`src/rtl/and32_pkg.sv`:
```
// Shared constants and helpers for the and32 block.
package and32_pkg;

  localparam int unsigned WIDTH_DEF = 32;

  // Bits needed to count from 0 to w inclusive.
  function automatic int unsigned ones_w(input int unsigned w);
    return $clog2(w + 1);
  endfunction

endpackage : and32_pkg

```
`src/rtl/and32_if.sv`:
```
// Operand/result bundle for and32: master drives operands, slave returns results.
interface and32_if
  import and32_pkg::*;
#(
  parameter int unsigned WIDTH = WIDTH_DEF
);

  localparam int unsigned OW = ones_w(WIDTH);

  logic [WIDTH-1:0] A;
  logic [WIDTH-1:0] B;
  logic             in_valid;
  logic [WIDTH-1:0] R;
  logic             out_valid;
  logic             Z;
  logic             N;
  logic [OW-1:0]    ONES;

  modport master (
    output A, B, in_valid,
    input  R, out_valid, Z, N, ONES
  );

  modport slave (
    input  A, B, in_valid,
    output R, out_valid, Z, N, ONES
  );

endinterface : and32_if

```
`src/rtl/and32_popcnt.sv`:
```
// Combinational population count as a balanced pairwise adder tree.
module and32_popcnt
  import and32_pkg::*;
#(
  parameter  int unsigned WIDTH = WIDTH_DEF,
  localparam int unsigned OW    = ones_w(WIDTH)
) (
  input  logic [WIDTH-1:0] i_a,
  output logic [OW-1:0]    o_count
);

  localparam int unsigned LEVELS = $clog2(WIDTH);
  localparam int unsigned NP     = 1 << LEVELS;

  // In-place reduction: each level halves the live node count; node i reads
  // nodes 2i and 2i+1, which are never overwritten before they are read.
  always_comb begin : tree
    logic [OW-1:0] w_node [NP];
    w_node = '{default: '0};
    for (int unsigned i = 0; i < WIDTH; i++) begin
      w_node[i] = OW'(i_a[i]);
    end
    for (int unsigned l = 0; l < LEVELS; l++) begin
      for (int unsigned i = 0; i < (NP >> (l + 1)); i++) begin
        w_node[i] = w_node[2*i] + w_node[2*i+1];
      end
    end
    o_count = w_node[0];
  end

endmodule : and32_popcnt

```
`src/rtl/and32.sv`:
```
// and32: registered bitwise AND of two operands with zero/MSB/popcount flags.
// Flag and popcount logic is built only when AND32_FLAGS_EN is defined;
// otherwise Z, N and ONES are tied low and the port list is unchanged.
module and32
  import and32_pkg::*;
#(
  parameter int unsigned WIDTH = WIDTH_DEF
) (
  input  logic  clk,
  input  logic  rst_n,
  and32_if.slave bus
);

  localparam int unsigned OW = ones_w(WIDTH);

  logic [WIDTH-1:0] w_r_next;
  logic [WIDTH-1:0] r_r;
  logic             r_out_valid;

  assign w_r_next = bus.A & bus.B;

  // Result register: loads only on qualified operands, pulses out_valid per capture.
  always_ff @(posedge clk or negedge rst_n) begin
    if (!rst_n) begin
      r_r         <= '0;
      r_out_valid <= 1'b0;
    end else begin
      r_out_valid <= bus.in_valid;
      if (bus.in_valid) begin
        r_r <= w_r_next;
      end
    end
  end

  assign bus.R         = r_r;
  assign bus.out_valid = r_out_valid;

`ifdef AND32_FLAGS_EN
  logic [OW-1:0] w_ones_next;
  logic [OW-1:0] r_ones;
  logic          r_z;
  logic          r_n;

  and32_popcnt #(
    .WIDTH (WIDTH)
  ) u_popcnt (
    .i_a     (w_r_next),
    .o_count (w_ones_next)
  );

  // Flags are computed from the next result so they update with R on the same edge.
  always_ff @(posedge clk or negedge rst_n) begin
    if (!rst_n) begin
      r_z    <= 1'b1;
      r_n    <= 1'b0;
      r_ones <= '0;
    end else if (bus.in_valid) begin
      r_z    <= ~|w_r_next;
      r_n    <= w_r_next[WIDTH-1];
      r_ones <= w_ones_next;
    end
  end

  assign bus.Z    = r_z;
  assign bus.N    = r_n;
  assign bus.ONES = r_ones;
`else
  assign bus.Z    = 1'b0;
  assign bus.N    = 1'b0;
  assign bus.ONES = OW'(0);
`endif

endmodule : and32

```
`src/flat_wrapper.sv`:
```
// flat-port wrapper written by rule: the top's interface ports become plain ports
module and32_flat import and32_pkg::*;
#(
  parameter int unsigned WIDTH = WIDTH_DEF
)
  (clk, rst_n, bus_A, bus_B, bus_in_valid, bus_R, bus_out_valid, bus_Z, bus_N, bus_ONES);
  and32_if #(.WIDTH(WIDTH)) bus_i ();
  input  logic clk;
  input  logic rst_n;
  input wire logic [$bits(bus_i.A)-1:0] bus_A;
  input wire logic [$bits(bus_i.B)-1:0] bus_B;
  input wire logic [$bits(bus_i.in_valid)-1:0] bus_in_valid;
  output wire logic [$bits(bus_i.R)-1:0] bus_R;
  output wire logic [$bits(bus_i.out_valid)-1:0] bus_out_valid;
  output wire logic [$bits(bus_i.Z)-1:0] bus_Z;
  output wire logic [$bits(bus_i.N)-1:0] bus_N;
  output wire logic [$bits(bus_i.ONES)-1:0] bus_ONES;
  assign bus_i.A = bus_A;
  assign bus_i.B = bus_B;
  assign bus_i.in_valid = bus_in_valid;
  assign bus_R = bus_i.R;
  assign bus_out_valid = bus_i.out_valid;
  assign bus_Z = bus_i.Z;
  assign bus_N = bus_i.N;
  assign bus_ONES = bus_i.ONES;
  and32 #(.WIDTH(WIDTH)) u_core (.clk(clk), .rst_n(rst_n), .bus(bus_i));
endmodule
```
`config.mk`:
```
export PLATFORM = sky130hd
export DESIGN_NAME = and32_flat
export DESIGN_NICKNAME = d
export VERILOG_FILES = /design/src/rtl/and32_pkg.sv /design/src/rtl/and32_if.sv /design/src/rtl/and32_popcnt.sv /design/src/rtl/and32.sv /design/src/flat_wrapper.sv
export SDC_FILE = /design/constraint.sdc
export NUM_CORES = 1
export LEC_CHECK = 0
export CELL_PAD_IN_SITES_DETAIL_PLACEMENT = 1
export CELL_PAD_IN_SITES_GLOBAL_PLACEMENT = 1
export CORE_ASPECT_RATIO = 1.25
export CORE_MARGIN = 4
export CORE_UTILIZATION = 26
export CTS_CLUSTER_SIZE = 12
export DETAILED_ROUTE_END_ITERATION = 6
export PLACE_DENSITY_LB_ADDON = 0.1
export SLEW_MARGIN = 30
export SYNTH_ARGS = -nofsm -noshare
export SYNTH_HDL_FRONTEND = slang
export SYNTH_HIERARCHICAL = 1
export SYNTH_SLANG_ARGS = --single-unit
export TNS_END_PERCENT = 20
```
`constraint.sdc`:
```
create_clock -name clk -period 0.9 [get_ports clk]
set_input_delay 0.18 -clock clk [delete_from_list [all_inputs] [get_ports clk]]
set_output_delay 0.18 -clock clk [all_outputs]
set_load 0.02 [all_outputs]
```
# Word-level counts from Yosys, hierarchy flattened
# Cells that the tools add are included.
[op_classes]
n_bitwise = 1
[op_table]
columns = ["op", "n"]
rows = [
  ["32-bit AND", 1],
]
[word_totals]
reg_bits = 33
input_bits = 67
output_inout_bits = 41
wordCells = 3

# Longest topological paths before layout
# Gate-level depths: netlist (run 1).
[depth]
word_depth = 1
ltp_mapped = 4
mapped_depth_nobuf = 2

# Least setup slack after synthesis (run 1)
# No wires, ideal clock.
[synth_path]
path_kind = "input-to-reg"
startpoint = "input bus_in_valid"
endpoint = "register u_core.r_r[21], in the netlist u_core/bus.R[21]"
setup_time_ns = 0.119
arrival_ns = 0.565
required_time_ns = 0.781
setup_slack_ns = 0.216
stages = 4
n_path_buf = 2
path_cell_list = "buf_6 buf_8 nand3_1 o21ai_2"
[synth_lines]
columns = ["item", "line", "rtl"]
rows = [
  ["start, declared", "flat_wrapper.sv:12", "input wire logic [$bits(bus_i.in_valid)-1:0] bus_in_valid;"],
  ["end signal, assigned", "and32.sv:30", "r_r <= w_r_next;"],
  ["end, declared", "and32.sv:17", "logic [WIDTH-1:0] r_r;"],
]

# Final worst setup path (run 1)
[layout_path]
startpoint = "register u_core.r_r[26], in the netlist u_core/bus.R[26]"
endpoint = "output bus_R[26]"
[layout_lines]
columns = ["item", "line", "rtl"]
rows = [
  ["end, declared", "flat_wrapper.sv:13", "output wire logic [$bits(bus_i.R)-1:0] bus_R;"],
]
# No word-level cell between the ends.

==> key figures, run 1 <==
Logic synthesis
  • Yosys cell types: 11
  • Post-Syn Instances: 145
  • Synth warnings: 6
  • Area contributors post-synth: dfrtp_1 55%, nand3_1 8.0%, inv_1 8.0%, o21ai_1 7.7%, nand3_2 5.3%
  • Syn_area_per_cell: 10.3 um^2
  • Commonest register cell after synthesis: dfrtp_1
  • Post-synth top area share: 55.1%
  • Async SR Flop Fraction: 100%
  • Count leader, synth: dfrtp_1
  • Synthesized area: 1500 um^2
  • Leading area contributor after synthesis: dfrtp_1
  • Part of the Yosys area used for sequential elements: 55.1%
  • Post-synth EDFFs: 0
  • Post-synth top cells: 33 x dfrtp_1, 32 x inv_1, 24 x nand3_1
  • Flops & latches, synth: 33

Clocking
  • Root buffer cell: clkbuf_8
  • CTS clk-pin slew, worst paths: 0.07 ns
  • H-tree depth: 2
  • CTS Buffer Depth: 2
  • CTS tree: yes
  • Clk sinks: 33
  • Worst-Skew Late Latency: 0.28 ns
  • Num CTS Buffers: 5

Floorplan
  • Die height: 92.9 um
  • Core area: 5520 um^2
  • Starting Density: between 20 and 30%
  • Die width: 75.9 um
  • Row cnt: 30
  • Top Ports: 108
  • Die footprint: 7050 um^2

Setup path
  • Reg2Reg Depth: 3
  • Slowest stage delay, CP: 0.40 ns
  • Cell family with most CP delay: flip-flops
  • CP Max Fanout: 2
  • Critical Path AT: 0.82 ns
  • Crit end category: output pin
  • Critical R2R Capture: u_core/bus.R[16]$_DFFE_PN0P_
  • CP max-delay cell: dfrtp_1
  • Worst setup SP type: flop
  • CP Cell Sequence: buf_6
  • Reg2reg setup slack: 0.14 ns
  • Critical path required time: 0.72 ns
  • Crit path buf inv count: 1
  • Worst reg2reg path startpoint: u_core/bus.R[16]$_DFFE_PN0P_
  • Critical path type: flop to output pin

GRT
  • Largest net degree at the start of global routing: 37
  • Number of global-route vias before repair: roughly 1400
  • Global-route wire length before repair: 7160 um
  • Total track usage: 12.8%
  • Initial antenna violation count: 0
  • Grt total ovfl: 0

Drt
  • Vias per inst: 4.22
  • # DRC: 0
  • Post-DR wirelength/cell: between 10 and 15 um
  • DR iter-0 viols: 24
  • DRT Pass-1 Iters: 3
  • Final WL: 4460 um
  • Via count: 1334
  • Antenna Nets Post-Route: 0

Final layout
  • Final instance area: 2580 um^2
  • Area of the multi-input gates: 424 um^2
  • Nets: about 320
  • Layout cell share with drive strength beyond 1: roughly a quarter
  • Area grow syn2layout: 72.1%
  • Sequential cell area: 826 um^2
  • Fillers: 638
  • Antenna cell count: 0

Worst hold path
  • Worst Hold Class: primary input to flop
  • Hold Crit Endpoint: u_core/bus.out_valid$_DFF_PN0_
  • Worst Hold Depth: 2
  • Hold_sp: bus_in_valid

Run status
  • Outcome: finished, violations left
  • Violations in the final reports: setup timing

Power and ir drop
  • PwrDens: approximately 1500 nW/um^2
  • Leakage: 1.19 nW
  • Max VDD drop: 0.736 mV

Place
  • Port bufs: 99
  • Pre-CTS WS: -0.250 ns
  • Dpl cell area: 2510 um^2
  • Gpl congestion: 0.647
  • Post-DP HPWL: between 3000 and 4000 um

STA
  • Final Max Tran Viols: 0
  • RSZ-0062 raised after global routing: true
  • Max Clk Rate: about 1000 MHz
  • Setup ws final: -0.103 ns
  • Tmin final: 1.00 ns
  • # setup viols final: 33
  • Fin crit share: 111%
  • Final hold vios: 0
  • Final setup skew: 0 ns

Run
  • Max_cap viols: 0
## how the worst max path moves through the flow
stage,start,cells past startpoint,to,slack (ns)
final,u_core/bus.R[26]$_DFFE_PN0P_,1,bus_R[26],-0.10
after detailed placement,u_core/bus.R[0]$_DFFE_PN0P_,1,bus_R[0],-0.25
after CTS,u_core/bus.R[26]$_DFFE_PN0P_,1,bus_R[26],-0.13
after global placement,u_core/bus.R[0]$_DFFE_PN0P_,1,bus_R[0],-0.25
after floorplan,bus_in_valid,4,u_core/bus.R[21]$_DFFE_PN0P_,0.22
after global routing,u_core/bus.R[26]$_DFFE_PN0P_,1,bus_R[26],-0.16
## sequential cells by signal (all words and copies together), names as in the netlist
name	cells
u_core/bus.R	32
u_core/bus.out_valid	1
## power by group
| part | switching, W | total [W] | internal [W] |
|---|---|---|---|
| Sequential | 0.0000659 | 0.00166 | 0.00160 |
| Combinational | 0.000447 | 0.000962 | 0.000515 |
| Clock | 0.000549 | 0.00124 | 0.000691 |
## kinds of logic (layout without fill, tap and decap cells)
family	Yosys count	after routing	share of synthesized area, %
AO/OA/AOI/OAI	32	32	12.9
other	1	8	0.250
flip-flops	33	33	55.1
buffers and inverters	47	147	18.4
AND/OR/NAND/NOR	32	32	13.4
## metal layers
metal	part of all wire, %	global-route usage (%)	vias to the layer above
li1	-	-	656
met3	7.8	4.96	7
met2	52	22.1	59
met1	39	14.1	612
met5	0	0	-
met4	1.6	4.90	0
## cell type report
cell class	count	share of cell area [%]
Clock inverter	1	0.194
Sequential cell	33	32.0
Multi-Input combinational cell	72	16.4
Inverter	32	4.66
Tap cell	64	3.10
Timing Repair Buffer	107	39.9
Clock buffer	7	3.73
## placed cells by master, fill, tap and decap left out
| cell type | instances |
|---|---|
| buf_12 | 3 |
| buf_2 | 17 |
| buf_4 | 4 |
| buf_6 | 18 |
| clkbuf_8 | 7 |
| clkdlybuf4s50_1 | 64 |
| clkinv_2 | 1 |
| conb_1 | 8 |
| dfrtp_1 | 33 |
| dlygate4sd3_1 | 1 |
| inv_1 | 32 |
| nand3_1 | 24 |
| nand3_2 | 8 |
| o21ai_1 | 23 |
| o21ai_2 | 9 |
## through the flow
step	total power (W)	utilization [%]	hold slack, ns	TNS (ns)	cells
global placement	0.00267	45.4	0.157	-7.08	305
floorplan	0.00210	-	-0.116	0	152
global route	0.00411	46.8	0.264	-4.43	316
finish	0.00387	46.8	0.270	-3.02	316
CTS	0.00391	45.5	0.261	-3.79	314
detailed placement	0.00269	45.4	0.156	-7.29	305
## timing repair
item	in CTS	in global routing
endpoints found under the hold margin	33	0
hold buffers	1	0
endpoints found under the setup margin	33	33
setup buffers	0	2
gates resized for setup	150	18
Note: power is estimated with default switching activity, not from simulation.
==> run 2, diff against run 1 <==
--- a/config.mk
+++ b/config.mk
@@ -9,7 +9,7 @@
 export CELL_PAD_IN_SITES_GLOBAL_PLACEMENT = 1
 export CORE_ASPECT_RATIO = 1.25
 export CORE_MARGIN = 4
-export CORE_UTILIZATION = 26
+export CORE_UTILIZATION = 22
 export CTS_CLUSTER_SIZE = 12
 export DETAILED_ROUTE_END_ITERATION = 6
 export PLACE_DENSITY_LB_ADDON = 0.1
==> constraint.sdc (replaced) <==
create_clock -name clk -period 0.8 [get_ports clk]
set_input_delay 0.16 -clock clk [delete_from_list [all_inputs] [get_ports clk]]
set_output_delay 0.16 -clock clk [all_outputs]
set_load 0.02 [all_outputs]
==> key figures, run 2 (synthesis results as in run 1) <==
Run status
  • Outcome: finished, violations left (unchanged)
  • Violations in the final reports: setup timing (unchanged)

Run
  • Max_cap viols: 0 (unchanged)

STA
  • Final Max Tran Viols: 0 (unchanged)
  • Final setup skew: 0 ns (unchanged)
  • RSZ-0062 raised after global routing: true (unchanged)
  • Max Clk Rate: a little over 1000 MHz
  • Fin crit share: 122%
  • Setup ws final: -0.178 ns (was -0.103 ns)
  • Final hold vios: 0 (unchanged)
  • # setup viols final: 33 (unchanged)
  • Tmin final: 0.978 ns

Setup path
  • Worst reg2reg path startpoint: u_core/bus.R[28]$_DFFE_PN0P_ (was u_core/bus.R[16]$_DFFE_PN0P_)
  • CP Max Fanout: 2 (unchanged)
  • Crit path buf inv count: 1 (unchanged)
  • Worst setup SP type: flop (unchanged)
  • Cell family with most CP delay: flip-flops (unchanged)
  • Critical Path AT: 0.82 ns (about the same)
  • Crit end category: output pin (unchanged)
  • CP Cell Sequence: buf_2 (was buf_6)
  • Slowest stage delay, CP: 0.38 ns (was 0.40 ns)
  • Crit. Startpoint: u_core/bus.R[30]$_DFFE_PN0P_ (was u_core/bus.R[26]$_DFFE_PN0P_)
  • Critical path type: flop to output pin (unchanged)
  • CP max-delay cell: dfrtp_1 (unchanged)
  • Critical path required time: 0.64 ns (was 0.72 ns)

Clocking
  • CTS clk-pin slew, worst paths: 0.06 ns (was 0.07 ns)
  • H-tree depth: 2 (unchanged)
  • CTS tree: yes (unchanged)
  • CTS Buffer Depth: 2 (unchanged)
  • Num CTS Buffers: 5 (unchanged)
  • Worst-Skew Late Latency: 0.28 ns (about the same)
  • Clk sinks: 33 (unchanged)
  • Root buffer cell: clkbuf_8 (unchanged)

GRT
  • Largest net degree at the start of global routing: 34 (was 37)
  • Initial antenna violation count: 0 (unchanged)
  • Number of global-route vias before repair: 1489 (was 1414)
  • Grt total ovfl: 0 (unchanged)
  • Total track usage: 11.0% (was 12.8%)
  • Global-route wire length before repair: 6890 um (was 7160 um)

Drt
  • Post-DR wirelength/cell: 12.8 um (was 14.1 um)
  • Final WL: 4310 um (was 4460 um)
  • Vias per inst: 3.99 (was 4.22)
  • DR iter-0 viols: 13 (was 24)
  • # DRC: 0 (unchanged)
  • Antenna Nets Post-Route: 0 (unchanged)
  • DRT Pass-1 Iters: 3 (unchanged)
  • Via count: 1344 (was 1334)

Place
  • Gpl congestion: 0.624 (was 0.647)
  • Placed cell count: 327 (was 305)
  • Post-DP HPWL: 3360 um (was 3450 um)
  • Dpl cell area: 2540 um^2 (was 2510 um^2)
  • Port bufs: 99 (unchanged)

Final layout
  • Area grow syn2layout: 77.1% (was 72.1%)
  • Most frequent cells in the layout: 64 x clkdlybuf4s50_1, 33 x dfrtp_1, 32 x inv_1 (unchanged)
  • Final instance area: 2660 um^2 (was 2580 um^2)
  • Util after Layout: 40.2% (was 46.8%)
  • Antenna cell count: 0 (unchanged)
  • Commonest non-fill, non-tap cell in the layout: clkdlybuf4s50_1 (unchanged)
  • Post-Layout Cell Count: 337 (was 316)
  • Max reg flops: 32 (unchanged)
  • Nets: 317 (was 318)
  • Layout cell share with drive strength beyond 1: 25.6% (was 26.6%)

Worst hold path
  • Hold_sp: bus_in_valid (unchanged)
  • Worst Hold Class: primary input to flop (unchanged)

Power and ir drop
  • Overall power: 0.00425 W (was 0.00387 W)
  • PwrDens: 1600 nW/um^2 (was 1500 nW/um^2)
  • Max VDD drop: 0.718 mV (was 0.736 mV)
  • Leakage: 1.19 nW (about the same)

Floorplan
  • Die width: 81.8 um (was 75.9 um)
  • Core area: 6610 um^2 (was 5520 um^2)
  • Die footprint: 8210 um^2 (was 7050 um^2)
  • Starting Density: 22.7% (was 27.2%)
  • Row cnt: 33 (was 30)
  • Die height: 100 um (was 92.9 um)
  • Top Ports: 108 (unchanged)
[run 2: report_power, final]
group          switching, W  total (W)  internal, W
Combinational      0.000496    0.00112     0.000621
Clock              0.000564    0.00125     0.000682
Sequential        0.0000834    0.00188      0.00180
Total               0.00114    0.00425      0.00310
[run 2: repair_timing]
action                                  CTS  global route
gates cloned                              0             0
endpoints found under the hold margin    33             0
endpoints found under the setup margin   33            33
buffers inserted                          0             2
hold buffers                              1             0
resized for setup                       176            10
[run 2: stage by stage]
step | hold WS [ns] | setup slack (ns) | TNS, ns
2_1_floorplan | -0.136 | 0.120 | 0
3_3_place_gp | 0.137 | -0.322 | -11.10
3_5_place_dp | 0.137 | -0.326 | -11.42
4_1_cts | 0.243 | -0.191 | -6.09
5_1_grt | 0.241 | -0.223 | -6.84
6_report | 0.252 | -0.178 | -5.33
[run 2: final timing paths]
kind                                                   to  slack [ns]  depth (start not counted)
min reg2reg                  u_core/bus.R[19]$_DFFE_PN0P_        0.51                          2
max reg2reg                  u_core/bus.R[28]$_DFFE_PN0P_        0.06                          3
min                        u_core/bus.out_valid$_DFF_PN0_        0.25                          2
min in group asynchronous     u_core/bus.R[6]$_DFFE_PN0P_        0.37                          3
max in group asynchronous    u_core/bus.R[19]$_DFFE_PN0P_        0.26                          3
max                                             bus_R[30]       -0.18                          1
[run 2: layout make-up]
| cell class | instances | area [um^2] |
|---|---|---|
| clock buffers | 7 | 86.3 |
| multi-input cells | 72 | 424 |
| flip-flops and latches | 33 | 826 |
| fillers | 769 | 3950 |
| inverters | 32 | 120 |
| repair buffers | 106 | 1090 |
| well taps | 87 | 109 |
[run 2: layer usage]
metal	global-route usage, %	part of all wire [%]	up-vias	wire length [um]
met1	12.1	37	623	1590
met5	0	0	-	0
met2	17.7	49	62	2110
met3	5.83	13	6	539
met4	4.22	1.5	0	65
li1	-	-	653	-
==> run 3, diff against run 2 <==
--- a/config.mk
+++ b/config.mk
@@ -13,7 +13,7 @@
 export CTS_CLUSTER_SIZE = 12
 export DETAILED_ROUTE_END_ITERATION = 6
 export PLACE_DENSITY_LB_ADDON = 0.1
-export SLEW_MARGIN = 30
+export SETUP_SLACK_MARGIN = 0.3
 export SYNTH_ARGS = -nofsm -noshare
 export SYNTH_HDL_FRONTEND = slang
 export SYNTH_HIERARCHICAL = 1
==> key figures, run 3 (synthesis results as in run 1) <==
Setup path
  • Cell family with most CP delay: flip-flops (unchanged)
  • Worst setup SP type: flop (unchanged)
  • Slowest stage delay, CP: 0.42 ns (was 0.38 ns)
  • Critical path required time: 0.64 ns (about the same)
  • Crit path buf inv count: 1 (unchanged)
  • Crit end category: output pin (unchanged)
  • Critical path type: flop to output pin (unchanged)
  • Reg2reg setup slack: -0.12 ns (was 0.06 ns)
  • Critical Path AT: 0.84 ns (was 0.82 ns)
  • CP max-delay cell: dfrtp_2 (was dfrtp_1)
  • CP Cell Sequence: buf_6 (was buf_2)
  • CP Max Fanout: 2 (unchanged)

Clocking
  • H-tree depth: 2 (unchanged)
  • CTS Buffer Depth: 2 (unchanged)
  • CTS clk-pin slew, worst paths: 0.08 ns (was 0.06 ns)
  • CTS tree: yes (unchanged)
  • Clk sinks: 33 (unchanged)
  • Worst-Skew Late Latency: 0.28 ns (about the same)
  • Root buffer cell: clkbuf_8 (unchanged)
  • Num CTS Buffers: 5 (unchanged)

STA
  • Fin crit share: 126% (was 122%)
  • Final hold slack: -0.171 ns (was 0.252 ns)
  • Final hold vios: 33 (was 0)
  • Setup ws final: -0.205 ns (was -0.178 ns)
  • Max Clk Rate: 995 MHz (was 1020 MHz)
  • RSZ-0062 raised after global routing: true (unchanged)
  • # setup viols final: 35 (was 33)
  • Final Max Tran Viols: 0 (unchanged)
  • Tmin final: 1.00 ns (was 0.978 ns)
  • Final setup skew: 0 ns (unchanged)

GRT
  • Largest net degree at the start of global routing: 24 (was 34)
  • Initial antenna violation count: 0 (unchanged)
  • Number of global-route vias before repair: 1550 (was 1489)
  • Global-route wire length before repair: 7220 um (was 6890 um)
  • Grt total ovfl: 0 (unchanged)
  • Total track usage: 11.4% (was 11.0%)

Final layout
  • Commonest non-fill, non-tap cell in the layout: clkdlybuf4s50_1 (unchanged)
  • Antenna cell count: 0 (unchanged)
  • Nets: 327 (was 317)
  • Post-Layout Cell Count: 348 (was 337)
  • Layout cell share with drive strength beyond 1: 46.4% (was 25.6%)
  • Util after Layout: 42.7% (was 40.2%)
  • Sequential cell area: 866 um^2 (was 826 um^2)
  • Area grow syn2layout: 88.1% (was 77.1%)
  • Area of the multi-input gates: 438 um^2 (was 424 um^2)
  • Fillers: 746 (was 769)
  • Max reg flops: 32 (unchanged)
  • Most frequent cells in the layout: 64 x clkdlybuf4s50_1, 37 x buf_6, 32 x dfrtp_2 (was 64 x clkdlybuf4s50_1, 33 x dfrtp_1, 32 x inv_1)

Drt
  • WL met3: 519 um (was 539 um)
  • Max Used Layer: met4 (unchanged)
  • # DRC: 0 (unchanged)
  • DRT Pass-1 Iters: 2 (was 3)
  • DR WL met2: 2120 um (was 2110 um)
  • DR iter-0 viols: 18 (was 13)
  • Vias per inst: 4.01 (was 3.99)
  • Via count: 1397 (was 1344)
  • Antenna Nets Post-Route: 0 (unchanged)
  • Post-DR wirelength/cell: 13.1 um (was 12.8 um)
  • Final WL: 4550 um (was 4310 um)
  • Met1 wire length: 1840 um (was 1590 um)

Floorplan
  • Row cnt: 33 (unchanged)
  • Top Ports: 108 (unchanged)
  • Die height: 100 um (unchanged)
  • Die width: 81.8 um (unchanged)
  • Core area: 6610 um^2 (unchanged)
  • Starting Density: 22.7% (unchanged)
  • Die footprint: 8210 um^2 (unchanged)

Power and ir drop
  • Leakage: 1.21 nW (was 1.19 nW)
  • Max VDD drop: 0.601 mV (was 0.718 mV)
  • Overall power: 0.00438 W (was 0.00425 W)
  • PwrDens: 1550 nW/um^2 (was 1600 nW/um^2)

Run status
  • Violations in the final reports: hold timing, setup timing (was setup timing)
  • Outcome: finished, violations left (unchanged)

Place
  • Post-DP HPWL: 3600 um (was 3360 um)
  • Placed cell count: 333 (was 327)
  • Port bufs: 99 (unchanged)
  • Gpl congestion: 0.641 (was 0.624)

Run
  • Max_cap viols: 0 (unchanged)

Worst hold path
  • Worst Hold Class: primary input to async pin (was primary input to flop)
## run 3: changes by cell type in the layout (fill, tap and decap cells not counted), moves of 7 or more
cell     previous run  this run
buf_6              27        37
inv_1              32        23
dfrtp_1            33         1
dfrtp_2             0        32
buf_4               2         9
inv_2               0         9
## run 3: per-stage QoR
step | setup WS (ns) | hold WS [ns] | cell area [um^2] | TNS (ns)
3_3_place_gp | -0.325 | 0.140 | 2620 | -11.46
6_report | -0.205 | -0.171 | 2820 | -6.24
5_1_grt | -0.237 | -0.162 | 2820 | -7.52
2_1_floorplan | 0.143 | -0.136 | 1580 | 0
3_5_place_dp | -0.326 | 0.144 | 2620 | -11.82
4_1_cts | -0.222 | -0.173 | 2750 | -6.80
## run 3: timing repair
action / in CTS / in global routing
buffers inserted: 3 / 4
cloned: 0 / 0
endpoints found under the setup margin: 65 / 65
pin swaps: 3 / 1
resized for setup: 191 / 11
endpoints found under the hold margin: 33 / 33
## run 3: worst paths after layout
kind | startpoint | end | cells after the start
min in group clk | bus_in_valid | u_core/bus.out_valid$_DFF_PN0_ | 2
max in group asynchronous | rst_n | u_core/bus.R[31]$_DFFE_PN0P_ | 2
setup / recovery | u_core/bus.R[27]$_DFFE_PN0P_ | bus_R[27] | 1
setup reg to reg | u_core/bus.R[3]$_DFFE_PN0P_ | u_core/bus.R[3]$_DFFE_PN0P_ | 5
hold reg to reg | u_core/bus.R[28]$_DFFE_PN0P_ | u_core/bus.R[28]$_DFFE_PN0P_ | 2
hold / removal | rst_n | u_core/bus.R[30]$_DFFE_PN0P_ | 2
## run 3: layout make-up
| type | count | area share, % |
|---|---|---|
| Timing Repair Buffer | 116 | 42.6 |
| Sequential cell | 33 | 30.7 |
| Multi-Input combinational cell | 72 | 15.5 |
| Inverter | 32 | 4.26 |
| Tap cell | 87 | 3.86 |
| Clock buffer | 5 | 2.44 |
| Clock inverter | 3 | 0.621 |
## run 3: power by group
part	internal, W	switching, W	leakage [nW]
sequential	0.00182	0.0000920	0.384
combinational	0.000701	0.000520	0.780
clock	0.000600	0.000644	0.0439
total	0.00312	0.00126	1.21
## run 3: metal layers
layer | global-route usage [%] | up-vias
li1 | - | 680
met1 | 13.1 | 642
met2 | 18.6 | 69
met3 | 5.03 | 6
met4 | 4.22 | 0
met5 | 0 | -
